`src/rtl/bg_write_arbiter.sv`:
```
// bg_write_arbiter
// Round-robin arbiter that shares the background tile-RAM write port among
// NUM_REQ tile writers. It also contains a high-priority screen-clear
// sequencer that zeroes CLEAR_WORDS words starting at address 0.
// RAM-side outputs are registered: a grant in cycle N shows up as a write
// on the RAM port in cycle N+1.

module bg_write_arbiter #(
    parameter int NUM_REQ     = 6,
    parameter int ADDR_W      = 16,
    parameter int DATA_W      = 32,
    parameter int CLEAR_WORDS = 1200
) (
    input  logic                      clk,
    input  logic                      reset,
    input  logic                      enable,
    input  logic                      clear_start,
    input  logic [NUM_REQ-1:0]        req,
    input  logic [NUM_REQ*ADDR_W-1:0] req_addr,
    input  logic [NUM_REQ*DATA_W-1:0] req_data,
    output logic [NUM_REQ-1:0]        gnt,
    output logic [ADDR_W-1:0]         bg_ram_addr,
    output logic [DATA_W-1:0]         bg_ram_data,
    output logic                      bg_wea,
    output logic                      clear_busy,
    output logic                      clear_done
);

    localparam int                PTR_W        = (NUM_REQ > 1) ? $clog2(NUM_REQ) : 1;
    localparam logic [ADDR_W-1:0] CLEAR_LAST   = ADDR_W'(CLEAR_WORDS - 1);
    localparam logic [PTR_W-1:0]  LAST_RESET   = PTR_W'(NUM_REQ - 1);
    localparam bit                CLEAR_SINGLE = (CLEAR_WORDS == 1);

    typedef enum logic {
        ST_IDLE  = 1'b0,
        ST_CLEAR = 1'b1
    } state_t;

    state_t              r_state;
    state_t              w_state_nxt;

    // Round-robin pointer: index of the most recently granted channel.
    logic [PTR_W-1:0]    r_last;
    // Next clear address to be written.
    logic [ADDR_W-1:0]   r_clr_cnt;
    // The final clear write has been registered; signal completion next cycle.
    logic                r_done_pend;

    logic [ADDR_W-1:0]   r_ram_addr;
    logic [DATA_W-1:0]   r_ram_data;
    logic                r_wea;
    logic                r_clear_busy;
    logic                r_clear_done;

    logic                w_clear_go;
    logic                w_clear_last;
    logic [NUM_REQ-1:0]  w_gnt;
    logic                w_gnt_vld;
    logic [PTR_W-1:0]    w_gnt_idx;
    logic [ADDR_W-1:0]   w_sel_addr;
    logic [DATA_W-1:0]   w_sel_data;

    // A clear is accepted only from IDLE, while enabled, and only if the
    // previous clear has fully signalled completion.
    assign w_clear_go   = (r_state == ST_IDLE) && enable && clear_start && !r_clear_busy;
    assign w_clear_last = (r_clr_cnt == CLEAR_LAST);

    // State register.
    always_ff @(posedge clk or negedge reset) begin
        // NOTE: sequential state uses non-blocking assignments so every flop
        // samples pre-edge values regardless of block evaluation order.
        if (!reset) begin
            r_state <= ST_IDLE;
        end else begin
            r_state <= w_state_nxt;
        end
    end

    // Next-state logic: enter CLEAR on an accepted clear, leave it once the
    // write to the last clear address issues.
    always_comb begin
        // NOTE: combinational outputs get a default first so no path leaves
        // them unassigned, which would otherwise infer a latch.
        w_state_nxt = r_state;
        unique case (r_state)
            ST_IDLE: begin
                if (w_clear_go && !CLEAR_SINGLE) begin
                    w_state_nxt = ST_CLEAR;
                end
            end
            ST_CLEAR: begin
                if (enable && w_clear_last) begin
                    w_state_nxt = ST_IDLE;
                end
            end
            default: w_state_nxt = ST_IDLE;
        endcase
    end

    // Output logic: round-robin grant search starting after r_last, in two
    // passes (channels above r_last, then wrap to channels up to r_last).
    always_comb begin
        w_gnt      = '0;
        w_gnt_vld  = 1'b0;
        w_gnt_idx  = '0;
        w_sel_addr = '0;
        w_sel_data = '0;
        if ((r_state == ST_IDLE) && enable && !w_clear_go) begin
            for (int i = 0; i < NUM_REQ; i++) begin
                if (!w_gnt_vld && req[i] && (i > int'(r_last))) begin
                    w_gnt_vld = 1'b1;
                    w_gnt_idx = PTR_W'(i);
                end
            end
            for (int i = 0; i < NUM_REQ; i++) begin
                if (!w_gnt_vld && req[i] && (i <= int'(r_last))) begin
                    w_gnt_vld = 1'b1;
                    w_gnt_idx = PTR_W'(i);
                end
            end
            for (int i = 0; i < NUM_REQ; i++) begin
                if (w_gnt_vld && (w_gnt_idx == PTR_W'(i))) begin
                    w_gnt[i]   = 1'b1;
                    w_sel_addr = req_addr[i*ADDR_W +: ADDR_W];
                    w_sel_data = req_data[i*DATA_W +: DATA_W];
                end
            end
        end
    end

    // RAM port registers, clear sequencer and round-robin pointer.
    always_ff @(posedge clk or negedge reset) begin
        if (!reset) begin
            r_ram_addr   <= '0;
            r_ram_data   <= '0;
            r_wea        <= 1'b0;
            r_clear_busy <= 1'b0;
            r_clear_done <= 1'b0;
            r_clr_cnt    <= '0;
            r_done_pend  <= 1'b0;
            r_last       <= LAST_RESET;
        end else begin
            r_clear_done <= r_done_pend;
            r_done_pend  <= 1'b0;
            r_wea        <= 1'b0;
            if (r_done_pend) begin
                r_clear_busy <= 1'b0;
            end

            if (r_state == ST_CLEAR) begin
                // Enable low pauses the clear: counter holds, no write.
                if (enable) begin
                    r_ram_addr <= r_clr_cnt;
                    r_ram_data <= '0;
                    r_wea      <= 1'b1;
                    r_clr_cnt  <= r_clr_cnt + ADDR_W'(1);
                    if (w_clear_last) begin
                        r_done_pend <= 1'b1;
                    end
                end
            end else if (w_clear_go) begin
                // Address 0 is written straight away so the first clear write
                // lands on the port the cycle after clear_start; the counter
                // therefore continues from 1.
                r_ram_addr   <= '0;
                r_ram_data   <= '0;
                r_wea        <= 1'b1;
                r_clr_cnt    <= ADDR_W'(1);
                r_clear_busy <= 1'b1;
                if (CLEAR_SINGLE) begin
                    r_done_pend <= 1'b1;
                end
            end else if (w_gnt_vld) begin
                r_ram_addr <= w_sel_addr;
                r_ram_data <= w_sel_data;
                r_wea      <= 1'b1;
                r_last     <= w_gnt_idx;
            end
        end
    end

    assign gnt         = w_gnt;
    assign bg_ram_addr = r_ram_addr;
    assign bg_ram_data = r_ram_data;
    assign bg_wea      = r_wea;
    assign clear_busy  = r_clear_busy;
    assign clear_done  = r_clear_done;

endmodule

```
`config.mk`:
```
export PLATFORM = sky130hd
export DESIGN_NAME = bg_write_arbiter
export DESIGN_NICKNAME = d
export VERILOG_FILES = /design/src/rtl/bg_write_arbiter.sv
export SDC_FILE = /design/constraint.sdc
export NUM_CORES = 1
export LEC_CHECK = 0
export CAP_MARGIN = 20
export CORE_AREA = 2 2 139 141
export CTS_BUF_LIST = sky130_fd_sc_hd__clkbuf_8
export CTS_CLUSTER_DIAMETER = 50
export CTS_CLUSTER_SIZE = 40
export DETAILED_ROUTE_END_ITERATION = 8
export DIE_AREA = 0 0 141 143
export GPL_TIMING_DRIVEN = 0
export PLACE_DENSITY = 0.75
export SKIP_LAST_GASP = 1
export SYNTH_ARGS = -nofsm -noshare
export SYNTH_HDL_FRONTEND = slang
export SYNTH_SLANG_ARGS = --single-unit
export TNS_END_PERCENT = 20
```
`constraint.sdc`:
```
create_clock -name clk -period 5.3 [get_ports clk]
set_clock_uncertainty 0.15 [all_clocks]
set_input_delay 1.06 -clock clk [delete_from_list [all_inputs] [get_ports clk]]
set_output_delay 1.06 -clock clk [all_outputs]
set_load 0.01 [all_outputs]
```
==> impl_metrics.csv <==
group,metric,value,unit
status,outcome,"finished, violations left",
status,failed_checks,"negative setup slack",
yosys,async_reset_ff_share,100,%
grt,grtUsageTotal,26.3,%
yosys,syn_inst,629,
critical_path,rr_startpoint,"r_last[0]",
sta,worst_pin_slew,0.860,ns
place,dp_worst_setup_slack,0.0653,ns
power_and_ir_drop,p_leak,0.00366,uW
run,drv_cap,0,
critical_path,cp.arrival,4.09,ns
layout,final-instance-count-excl-fill,1233,
routing,drc_errors,0,
power_and_ir_drop,power_density,440,nW/um2
yosys,avgSynthCellArea,8.23,um2
place,place_congestion,0.938,
critical_path,r2r-end,"bg_ram_addr[5]",
grt,grt_pass1_wl,39.7,mm
yosys,synth_edf_count,0,
yosys,ys_seq_area_share,34.8,%
critical_path,path_cells,"clkdlybuf4s50_1 > o21ai_0 > nand4b_1 > and2_1 > nor3b_1 > buf_2 > buf_2 > and2_1 > clkdlybuf4s50_1",
sta,timing.final.crit_share,100,%
floorplan,ios,355,
grt,grt_max_degree,38,
clock_network,cts_max_level,3,
clock_network,post_cts_buffers,0,
critical_path,critPathSlowestCell,"o21ai_0",
place,dp_cells,1217,
routing,via_per_inst,5.62,
yosys,synth_flop_cell,"dfrtp_1",
yosys,yosysUniqueCellTypes,61,
routing,wl_per_cell,22.7,um
power_and_ir_drop,finalPower,4060,uW
routing,first_iter_violations,554,
clock_network,cts_tree,"yes",
clock_network,cts.repair.resized,0,
layout,diodes,0,
sta,relSlewSlack,42.7,%
yosys,yosys_warnings,0,
critical_path,r2r_setup_slack,1.77,ns
critical_path,worstSetupEndpointType,"output pin",
routing,firstDrtPassIters,5,
critical_path,worst-setup-path-type,"in -> out",
power_and_ir_drop,p_clk_share,11.5,%
sta,rsz0062_at_grt,"yes",
layout,area_growth,78.2,%
hold_path,hold_path_class,"reg -> reg",
yosys,synth_top_cell_area_share,33.8,%
layout,fill_cells,1778,
sta,setup_viol,1,
grt,grt_overflow_total,0,
layout,drive_gt1_share,7.71,%
critical_path,required,4.09,ns
power_and_ir_drop,combPwrFrac,67.4,%
hold_path,whs_path_depth,0,
sta,fmax,0.189,GHz
sta,slew_violations,0,
clock_network,cts_sinks,72,
routing,wirelength,28.0,mm
layout,fin_nets,1293,
power_and_ir_drop,switchingPower,1850,uW
clock_network,clockBufferDepth,2,
floorplan,fp-row-count,50,
yosys,ys_seq_elements,72,
floorplan,coreArea,18600,um2
power_and_ir_drop,p_int,2210,uW
place,detailedPlacementHpwl,21.7,mm
hold_path,hp-start,"r_done_pend",
sta,fin_crit,5.30,ns
yosys,synth_area,5180,um2
routing,num_vias,6933,
sta,finalWorstSetupSlack,-0.00105,ns
clock_network,worstSkewPairLatency,0.37,ns
floorplan,die_width,141,um
floorplan,start_util,27.9,%
critical_path,worst_path_largest_cell_delay,0.57,ns
hold_path,min_to,"clear_done",
grt,antenna_found_initial,0,
place,dpl-instance-area,9020,um2
grt,grt_pass1_vias,6619,
yosys,synth_largest_area_cell,"dfrtp_1",
floorplan,dieArea,20200,um2
clock_network,ctsHoldBuffers,0,
critical_path,crit_fanout,10,
layout,fin_area,9230,um2
floorplan,die_h,143,um
clock_network,root_buffer,"clkbuf_8",
routing,postRouteAntennaNets,0,
place,numPortBuffers,353,
critical_path,crit_path_start_kind,"input port",
critical_path,reg2regPathDepth,12,
power_and_ir_drop,pwr-share-seq,21.1,%
power_and_ir_drop,ir_drop,0.207,mV
power_and_ir_drop,swShare,45.6,%
yosys,synth_area_leaders,"dfrtp_1, a221oi_1, nand2_1, o21ai_0, a22oi_1",
yosys,synth_nets,928,
sta,final-hold-violation-count,0,
clock_network,path_clk_slew,0.07,ns
clock_network,cts_buffers,9,
-- layout by cell type (no fill, tap or decap), drive strengths merged, types with 31 or more instances in the layout --
master and count:
clkdlybuf4s50 352, nand2 83, dfrtp 70, o21ai 57
a221oi 46, nor2 44, clkbuf 36, buf 35
a22oi 34, a21o 31
-- cells by family after synthesis --
group                    count (synthesis)  share of synthesized area (%)
AO/OA/AOI/OAI                          248                           35.3
XOR/XNOR                                13                           2.20
adder cells (fa/ha/maj)                  1                          0.242
buffers and inverters                   65                           5.85
flip-flops                              72                           34.8
multiplexers                             1                          0.193
AND/OR/NAND/NOR                        229                           21.4
-- synth_stat cells, types with 9 or more instances --
cell type  number
a31oi_1        28
dfrtp_1        70
a21oi_1         9
xor2_1         12
nand2b_1       10
nor2_1         43
nand4_1        17
clkbuf_1       25
o21ai_0        55
nand2_1        83
a21o_1         31
a22oi_1        34
buf_2          28
a221o_1         9
nand3_1        28
o221a_2        13
nor3_1         18
a221oi_1       46
-- worst max-delay path by stage --
stage / from / endpoint / cells after the start / slack (ns)
after floorplan: req[2] / gnt[2] / 8 / 1.48
after global placement: req[5] / gnt[5] / 6 / 0.05
after detailed placement: req[4] / gnt[5] / 6 / 0.07
after CTS: req[4] / gnt[5] / 6 / 0.07
after global routing: req[4] / gnt[4] / 9 / -0.18
final: req[4] / gnt[4] / 9 / -0.001
-- final cells by class --
type	instances	area (um2)	area share (%)
Buffer	59	280	3.04
Clock buffer	10	138	1.49
Clock inverter	6	60.1	0.651
Inverter	6	22.5	0.244
Multi-Input combinational cell	492	3080	33.4
Sequential cell	72	1800	19.6
Tap cell	234	293	3.17
Timing Repair Buffer	354	3550	38.5
-- critical path, delay by kind of cell --
family / cells / cell delay, ns
buf+inv: 4 / 1.65
simple gates: 4 / 0.81
compound gates: 1 / 0.57
-- metal layers --
layer,up-vias,routed length (um),GRT usage (%)
met5,-,0,0
met3,64,2260,6.71
met2,379,13400,42.6
li1,3149,-,-
met1,3341,11400,34.2
met4,0,864,9.16
-- power by group through the flow --
stage                     logic (uW)  clock network (uW)  registers (uW)
final                           2740                 467             857
after global routing            2920                 499             875
after CTS                       2710                 473             854
after detailed placement        2700                   0             861
after global placement          2680                   0             856
after floorplan                 1390                   0             933
-- registers in the layout (all words and copies together), names as in the netlist --
register,cells
r_last,3
bg_wea,1
clear_busy,1
r_clr_cnt,16
r_state,1
bg_ram_data,32
bg_ram_addr,16
clear_done,1
r_done_pend,1
-- metrics by stage --
step	setup TNS (ns)	hold slack, ns	utilization, %
final	-0.00105	0.238	49.7
after global routing	-0.247	0.257	49.7
after CTS	0	0.241	49.6
after detailed placement	0	0.216	48.6
after global placement	0	0.235	48.5
after floorplan	0	0.205	-
Note: power is estimated with default switching activity, not from simulation.
